File: src/rtl/ahb_arbiter_core_if.sv
// Request/grant bus between AHB masters and the arbiter core.
// The master modport is the requester side; the slave modport is the arbiter side.
interface ahb_arbiter_core_if #(
    parameter int NUM_MASTERS = 4
);
    logic [NUM_MASTERS-1:0] hbusreq;
    logic [NUM_MASTERS-1:0] hlock;
    logic [1:0]             htrans;
    logic [2:0]             hburst;
    logic                   hready;
    logic [NUM_MASTERS-1:0] hgrant;
    logic [3:0]             hmaster;
    logic                   hmastlock;

    modport master (
        output hbusreq, hlock, htrans, hburst, hready,
        input  hgrant, hmaster, hmastlock
    );

    modport slave (
        input  hbusreq, hlock, htrans, hburst, hready,
        output hgrant, hmaster, hmastlock
    );
endinterface

File: src/rtl/ahb_arbiter_core.sv
// AHB arbiter: one-hot grant with lock/burst hold and default-master parking.
// Define AHB_ARB_ROUND_ROBIN_EN for round-robin arbitration instead of fixed priority.
module ahb_arbiter_core #(
    parameter int NUM_MASTERS    = 4,
    parameter int DEFAULT_MASTER = NUM_MASTERS - 1
) (
    input  logic                hclk,
    input  logic                hreset,
    ahb_arbiter_core_if.slave   bus
);

    typedef enum logic [1:0] {
        FREE   = 2'd0,
        BURST  = 2'd1,
        LOCKED = 2'd2
    } arb_state_e;

    localparam logic [NUM_MASTERS-1:0] DEFAULT_GRANT = NUM_MASTERS'(1) << DEFAULT_MASTER;
    localparam logic [3:0]             DEFAULT_IDX   = 4'(DEFAULT_MASTER);

    logic [NUM_MASTERS-1:0] hgrant_q, hgrant_d;
    logic [3:0]             hmaster_q, hmaster_d;
    logic                   hmastlock_q, hmastlock_d;
    logic [3:0]             beats_left_q, beats_left_d;
    logic [3:0]             grant_idx;
    logic                   owner_lock, owner_req;
    arb_state_e             state_d;
    logic [NUM_MASTERS-1:0] winner;

    function automatic logic [3:0] onehot_to_idx(input logic [NUM_MASTERS-1:0] oh);
        logic [3:0] idx;
        idx = '0;
        for (int i = 0; i < NUM_MASTERS; i++) begin
            if (oh[i]) idx = 4'(i);
        end
        return idx;
    endfunction

    function automatic logic [3:0] burst_last_beat(input logic [2:0] burst);
        case (burst)
            3'b010, 3'b011: return 4'd3;
            3'b100, 3'b101: return 4'd7;
            3'b110, 3'b111: return 4'd15;
            default:        return 4'd0;
        endcase
    endfunction

`ifdef AHB_ARB_ROUND_ROBIN_EN
    logic [3:0] rr_ptr_q, rr_ptr_d;

    // Winner is the requester closest after the pointer, wrapping around.
    function automatic logic [NUM_MASTERS-1:0] pick(input logic [NUM_MASTERS-1:0] req,
                                                    input logic [3:0]             ptr);
        logic [NUM_MASTERS-1:0] res;
        int best, dist;
        res  = '0;
        best = NUM_MASTERS;
        for (int i = 0; i < NUM_MASTERS; i++) begin
            dist = (i - int'(ptr) - 1 + 2 * NUM_MASTERS) % NUM_MASTERS;
            if (req[i] && dist < best) begin
                best = dist;
                res  = NUM_MASTERS'(1) << i;
            end
        end
        return res;
    endfunction

    assign winner = pick(bus.hbusreq, rr_ptr_q);
`else
    function automatic logic [NUM_MASTERS-1:0] pick(input logic [NUM_MASTERS-1:0] req);
        logic [NUM_MASTERS-1:0] res;
        res = '0;
        for (int i = NUM_MASTERS - 1; i >= 0; i--) begin
            if (req[i]) res = NUM_MASTERS'(1) << i;
        end
        return res;
    endfunction

    assign winner = pick(bus.hbusreq);
`endif

    assign grant_idx  = onehot_to_idx(hgrant_q);
    assign owner_lock = |(bus.hlock & hgrant_q);
    assign owner_req  = |(bus.hbusreq & hgrant_q);

    always_comb begin
        beats_left_d = beats_left_q;
        case (bus.htrans)
            2'b00:   beats_left_d = '0;
            2'b10:   beats_left_d = burst_last_beat(bus.hburst);
            2'b11:   if (beats_left_q != 4'd0) beats_left_d = beats_left_q - 4'd1;
            default: beats_left_d = beats_left_q;
        endcase

        // Decision uses the post-update beat count, so the grant moves on the
        // penultimate beat and the next owner's address phase follows the last.
        if (owner_lock && owner_req)      state_d = LOCKED;
        else if (beats_left_d > 4'd1)     state_d = BURST;
        else                              state_d = FREE;

        hmaster_d   = grant_idx;
        hmastlock_d = owner_lock;
        hgrant_d    = hgrant_q;
        if (state_d == FREE) begin
            hgrant_d = (bus.hbusreq == '0) ? DEFAULT_GRANT : winner;
        end
    end

`ifdef AHB_ARB_ROUND_ROBIN_EN
    always_comb begin
        rr_ptr_d = rr_ptr_q;
        if (state_d == FREE && bus.hbusreq != '0) rr_ptr_d = onehot_to_idx(winner);
    end
`endif

    always_ff @(posedge hclk) begin
        if (hreset) begin
            hgrant_q     <= DEFAULT_GRANT;
            hmaster_q    <= DEFAULT_IDX;
            hmastlock_q  <= 1'b0;
            beats_left_q <= '0;
`ifdef AHB_ARB_ROUND_ROBIN_EN
            rr_ptr_q     <= DEFAULT_IDX;
`endif
        end else if (bus.hready) begin
            hgrant_q     <= hgrant_d;
            hmaster_q    <= hmaster_d;
            hmastlock_q  <= hmastlock_d;
            beats_left_q <= beats_left_d;
`ifdef AHB_ARB_ROUND_ROBIN_EN
            rr_ptr_q     <= rr_ptr_d;
`endif
        end
    end

    assign bus.hgrant    = hgrant_q;
    assign bus.hmaster   = hmaster_q;
    assign bus.hmastlock = hmastlock_q;

endmodule

File: src/flat_wrapper.sv
// flat-port wrapper written by rule: the top's interface ports become plain ports
module ahb_arbiter_core_flat 
#(
    parameter int NUM_MASTERS    = 4,
    parameter int DEFAULT_MASTER = NUM_MASTERS - 1
)
  (hclk, hreset, bus_hbusreq, bus_hlock, bus_htrans, bus_hburst, bus_hready, bus_hgrant, bus_hmaster, bus_hmastlock);
  ahb_arbiter_core_if #(.NUM_MASTERS(NUM_MASTERS)) bus_i ();
  input  logic hclk;
  input  logic hreset;
  input wire logic [$bits(bus_i.hbusreq)-1:0] bus_hbusreq;
  input wire logic [$bits(bus_i.hlock)-1:0] bus_hlock;
  input wire logic [$bits(bus_i.htrans)-1:0] bus_htrans;
  input wire logic [$bits(bus_i.hburst)-1:0] bus_hburst;
  input wire logic [$bits(bus_i.hready)-1:0] bus_hready;
  output wire logic [$bits(bus_i.hgrant)-1:0] bus_hgrant;
  output wire logic [$bits(bus_i.hmaster)-1:0] bus_hmaster;
  output wire logic [$bits(bus_i.hmastlock)-1:0] bus_hmastlock;
  assign bus_i.hbusreq = bus_hbusreq;
  assign bus_i.hlock = bus_hlock;
  assign bus_i.htrans = bus_htrans;
  assign bus_i.hburst = bus_hburst;
  assign bus_i.hready = bus_hready;
  assign bus_hgrant = bus_i.hgrant;
  assign bus_hmaster = bus_i.hmaster;
  assign bus_hmastlock = bus_i.hmastlock;
  ahb_arbiter_core #(.NUM_MASTERS(NUM_MASTERS), .DEFAULT_MASTER(DEFAULT_MASTER)) u_core (.hclk(hclk), .hreset(hreset), .bus(bus_i));
endmodule
File: config.mk
export PLATFORM = sky130hd
export DESIGN_NAME = ahb_arbiter_core_flat
export DESIGN_NICKNAME = d
export VERILOG_FILES = /design/src/rtl/ahb_arbiter_core_if.sv /design/src/rtl/ahb_arbiter_core.sv /design/src/flat_wrapper.sv
export SDC_FILE = /design/constraint.sdc
export NUM_CORES = 1
export LEC_CHECK = 0
export ABC_AREA = 1
export CORE_ASPECT_RATIO = 0.75
export CORE_MARGIN = 2
export CORE_UTILIZATION = 30
export DETAILED_ROUTE_END_ITERATION = 7
export PLACE_DENSITY = 0.55
export SYNTH_ARGS = -nofsm -noshare
export SYNTH_HDL_FRONTEND = slang
export SYNTH_SLANG_ARGS = --single-unit
File: constraint.sdc
create_clock -name hclk -period 4.2 [get_ports hclk]
set_clock_uncertainty 0.05 [all_clocks]
set_input_delay 0.63 -clock hclk [delete_from_list [all_inputs] [get_ports hclk]]
set_output_delay 0.63 -clock hclk [all_outputs]
set_load 0.03 [all_outputs]
==> results_dict.tcl, run 1 <==
set metrics [dict create \
    timing.critical_path.required_ps 3520 \
    muxShareOfSynthArea_pct 0 \
    slowest_delay_ps 710 \
    diodes 0 \
    yosys-top-cells-area "dfxtp_1, nand2_1, inv_1" \
    hold_buffers 0 \
    hold_depth 2 \
    syn_to_final_growth_pct 34.2 \
    critPathKind "flip-flop to output pin" \
    wl_per_cell_um 10.3 \
    insertion_delay_ps 270 \
    clock_sinks 11 \
    cts_buffer_depth 2 \
    fin_cells 179 \
    synth_compound_area_share_pct 12.3 \
    drtIter0Drc 39 \
    ios 25 \
    synth_cells 119 \
    synth_cell_type_count 24 \
    h-tree-depth 1 \
    cts_setup_buffers 0 \
    synth_commonest_cells "nand2_1, inv_1, dfxtp_1, nor2_1" \
    timing.final.max_slew_violations 0 \
    clock.fmax_ghz 0.479 \
    seq_area_frac_synth_pct 27.8 \
    synth_top_family_by_area "simple AND/OR/NAND/NOR gates" \
    ctsResizeCount 0 \
    grt_pass1_wl_um 3070 \
    synth_top_area_share_pct 27.8 \
    setup_violations 0 \
    drive_gt1_share_pct 13.3 \
    reg2reg_depth 11 \
    finalHoldViolCount 0 \
    die_area_mm2 0.00307 \
    vias_per_cell 4.43 \
    outcome "finished, final reports clean" \
    tns_ps 0 \
    port_buffers 21 \
    irDropWorstVdd_mv 0.145 \
    crit_path_max_fanout 6 \
    synth_edf_count 0 \
    rrSetupSlack_ps 2630 \
    utilization_pct 41.4 \
    grt_setup_unrepaired "no" \
    p_total_w 0.000321 \
    syn-cell-area_um2 791 \
    switching_share_pct 36.9 \
    synthAdderAreaFrac_pct 1.58 \
    drc_errors 0 \
    overflow 0 \
    synth_flop_cell "dfxtp_1" \
    root_buffer "clkbuf_4" \
    clkPwrFrac_pct 22.5 \
    grt_pass1_vias 688 \
    crit_path_start_kind "flip-flop" \
    p_leak_nw 0.481 \
    nets 161 \
    cts_buffers 3 \
    vias 793 \
    yosys.area_share.xor_xnor_pct 0 \
    crit_family "buffers and inverters" \
    drv_cap 0 \
    ant_nets 0 \
    core_mm2 0.00256 \
    dieWidth_um 63.3 \
    clk_pin_slew_worst_paths_ps 70 \
    critPathSlowestCell "clkdlybuf4s50_1" \
    synth_most_common_cell "nand2_1" \
    first_pass_iters 7 \
    comb_power_share_pct 38.4 \
    holdCritPathClass "flip-flop to flip-flop" \
    power.net_switching_w 0.000118 \
    endpoint_kind "output pin" \
    synthArstFlopShare_pct 0 \
    crit_chain "clkdlybuf4s50_1" \
    avgSynthCellArea_um2 6.65 \
    grt_util_all_layers_pct 12.6 \
    power_density_mw_per_mm2 302 \
    post-route-min-period_ps 2090 \
    power.internal_w 0.000202 \
    path_buf_inv 1 \
    ys_ff_latch 11 \
    ys_warn_count 0 \
    synth_simple_gate_area_share_pct 47.8 \
    post-place-cells 175 \
    post-route-period-util_pct 49.7 \
    crit_cells 1 \
    yosysTopAreaCell "dfxtp_1" \
    wirelength_um 1840 \
    nFillCells 290 \
    core.rowCount 16 \
    antenna_found_initial 0 \
    arrival_ps 1410 \
    hpwlAfterDp_um 1470 \
    die_h_um 48.5 \
    cts_tree "built" \
    grt_max_degree 11 \
    globalplace.congestion 0.778 \
    power_frac_seq_pct 39.1 \
    initial_utilization_pct 30.9 \
]
==> final cells by class <==
| cell class | instances | area [µm²] | share of cell area [%] |
|---|---|---|---|
| multi-input cells | 90 | 495 | 46.7 |
| flip-flops and latches | 11 | 220 | 20.8 |
| repair buffers | 21 | 210 | 19.8 |
| inverters | 17 | 63.8 | 6.01 |
| well taps | 36 | 45.0 | 4.25 |
| clock buffers | 4 | 26.3 | 2.48 |
==> per-stage QoR <==
stage                     cell area (µm²)  hold slack (ps)  worst slack (ps)
final                                1060              428              2110
after global routing                 1060              480              2050
after CTS                            1060              437              2090
after detailed placement             1030              415              2060
after global placement               1030              410              2080
after floorplan                       795              437              2740
==> state kept, by name, summed over array words and instances, names as in the netlist <==
signal / cells
u_core.bus.hgrant: 4
u_core.beats_left_q: 4
u_core.bus.hmastlock: 1
u_core.bus.hmaster: 2
==> worst paths after layout <==
check | start | end
min | u_core.bus.hmaster[1] | u_core.bus.hmaster[1]
max | u_core.bus.hgrant[3] | bus_hgrant[3]
min reg2reg | u_core.bus.hmaster[1] | u_core.bus.hmaster[1]
max reg2reg | u_core.beats_left_q[0] | u_core.bus.hgrant[2]
==> power by group through the flow <==
stage	clock [W]	sequential, W	combinational (W)
floorplan	0	0.000139	0.0000692
global placement	0	0.000128	0.000121
finish	0.0000722	0.000125	0.000123
detailed placement	0	0.000128	0.000122
global route	0.0000818	0.000128	0.000134
CTS	0.0000766	0.000126	0.000123
==> cell families (layout without fill, tap and decap cells) <==
family | Yosys count | in the layout
fa+ha+maj | 1 | 1
other cells | 1 | 2
compound gates | 18 | 18
buf+inv | 19 | 42
simple gates | 69 | 69
flops | 11 | 11
==> metal layers <==
layer  global-route usage (%)  vias to the layer above  part of all wire (%)  routed length, µm
met2                     18.6                       16                    43                798
met1                     18.6                      350                    51                949
met5                        0                        -                     0                  0
met3                     3.49                        2                   4.2                 77
met4                     2.17                        0                  0.92                 17
li1                         -                      425                     -                  -
==> cells in the final DEF (no fill, tap or decap), types with 3 or more instances in the layout <==
cell type and count:
nand2_1 36, inv_1 13, dfxtp_1 11, o21ai_0 7
a21oi_1 8, inv_2 3, nand3_1 8, nor2_1 10
clkbuf_4 3, clkdlybuf4s50_1 21
(Power assumes the default switching activity.)
==> inputs of run 2 (changes only) <==
--- a/config.mk
+++ b/config.mk
@@ -10,7 +10,7 @@
 export CORE_MARGIN = 2
 export CORE_UTILIZATION = 30
 export DETAILED_ROUTE_END_ITERATION = 7
-export PLACE_DENSITY = 0.55
+export PLACE_DENSITY = 0.57
 export SYNTH_ARGS = -nofsm -noshare
 export SYNTH_HDL_FRONTEND = slang
 export SYNTH_SLANG_ARGS = --single-unit
==> constraint.sdc (replaced) <==
create_clock -name hclk -period 1.8 [get_ports hclk]
set_clock_uncertainty 0.05 [all_clocks]
set_input_delay 0.27 -clock hclk [delete_from_list [all_inputs] [get_ports hclk]]
set_output_delay 0.27 -clock hclk [all_outputs]
set_load 0.03 [all_outputs]
==> results_dict.tcl, run 2 (synthesis results as in run 1) <==
set metrics [dict create \
    outcome "finished, final reports clean" \
    wl_per_cell_um 10.1 \
    crit_chain "clkdlybuf4s50_1" \
    nFillCells 297 \
    p_leak_nw 0.502 \
    core.rowCount 16 \
    h-tree-depth 1 \
    die_h_um 48.5 \
    crit_path_start_kind "flip-flop" \
    hpwlAfterDp_um 1480 \
    core_mm2 0.00256 \
    clock.fmax_ghz 0.581 \
    port_buffers 21 \
    fin_hold_ws_ps 424 \
    insertion_delay_ps 270 \
    grt_setup_unrepaired "no" \
    pre_cts_ws_ps 28.2 \
    critPathKind "flip-flop to output pin" \
    dieWidth_um 63.3 \
    drv_cap 0 \
    timing.critical_path.required_ps 1480 \
    final_cell_mix "nand2_1, clkdlybuf4s50_1, inv_1" \
    clk_pin_slew_worst_paths_ps 70 \
    final_common_cell "nand2_1" \
    finalWorstSetupSlack_ps 80.2 \
    clock_sinks 11 \
    crit_path_max_fanout 6 \
    cts_tree "built" \
    post-route-period-util_pct 95.5 \
    initial_utilization_pct 30.9 \
    finalHoldViolCount 0 \
    path_buf_inv 1 \
    antenna_found_initial 0 \
    root_buffer "clkbuf_4" \
    grt_pass1_wl_um 3100 \
    regArea_um2 220 \
    ios 25 \
    setup_violations 0 \
    drtIter0Drc 45 \
    grt_util_all_layers_pct 13.2 \
    tns_ps 0 \
    critPathSlowestCell "clkdlybuf4s50_1" \
    timing.final.max_slew_violations 0 \
    multiInputGateArea_um2 495 \
    first_pass_iters 4 \
    holdCritPathClass "flip-flop to flip-flop" \
    endpoint_kind "output pin" \
    syn_to_final_growth_pct 35.4 \
    nets 162 \
    globalplace.congestion 0.754 \
    vias_per_cell 4.31 \
    diodes 0 \
    post-route-min-period_ps 1720 \
    hold_buffers 0 \
    ant_nets 0 \
    irDropWorstVdd_mv 0.269 \
    power_density_mw_per_mm2 701 \
    cts_buffer_depth 2 \
    slowest_delay_ps 710 \
    grt_pass1_vias 665 \
    die_area_mm2 0.00307 \
    arrival_ps 1400 \
    vias 775 \
    overflow 0 \
    cts_buffers 3 \
    wirelength_um 1820 \
    p_total_w 0.000751 \
    drc_errors 0 \
    grt_max_degree 11 \
    ctsResizeCount 0 \
    crit_family "buffers and inverters" \
    cts_setup_buffers 0 \
    drive_gt1_share_pct 13.9 \
]
## run 2: layout make-up
| type | instances | share of cell area, % |
|---|---|---|
| clock buffers | 4 | 2.45 |
| inverters | 17 | 5.96 |
| multi-input cells | 90 | 46.3 |
| flip-flops and latches | 11 | 20.6 |
| well taps | 36 | 4.21 |
| repair buffers | 22 | 20.6 |
## run 2: where the power goes
group | switching (W) | internal (W) | total [W]
Clock | 0.0000857 | 0.0000859 | 0.000172
Sequential | 0.0000260 | 0.000266 | 0.000292
Combinational | 0.000166 | 0.000121 | 0.000287
## run 2: worst paths after layout
kind | from | slack (ps) | endpoint | depth (start not counted)
setup / recovery | u_core.bus.hgrant[3] | 80 | bus_hgrant[3] | 1
hold / removal | u_core.bus.hmaster[0] | 420 | u_core.bus.hmaster[0] | 2
setup reg to reg | u_core.beats_left_q[0] | 180 | u_core.bus.hgrant[2] | 11
hold reg to reg | u_core.bus.hmaster[0] | 420 | u_core.bus.hmaster[0] | 2
## run 2: per-layer routing
metal,up-vias,share of wire [%],GRT usage (%)
met5,-,0,0
met4,0,0.77,4.35
met3,2,3.2,4.42
met2,9,44,18.8
met1,336,52,18.6
li1,428,-,-
## run 2: worst register-to-register path, stage by stage (launching register included)
cell,delay (ps)
dfxtp_1,330
inv_1,120
ha_1,290
inv_1,70
nand2_1,60
nand2_1,60
nand3_2,70
nand3_4,90
nor2_8,170
nand3_1,90
nand2_1,60
nor2_1,40
## run 2: per-stage QoR
step / instances / area [µm²] / util [%]
after global routing: 180 / 1070 / 41.8
after CTS: 180 / 1070 / 41.7
after global placement: 176 / 1040 / 40.7
after detailed placement: 176 / 1040 / 40.7
final: 180 / 1070 / 41.8
after floorplan: 120 / 795 / -
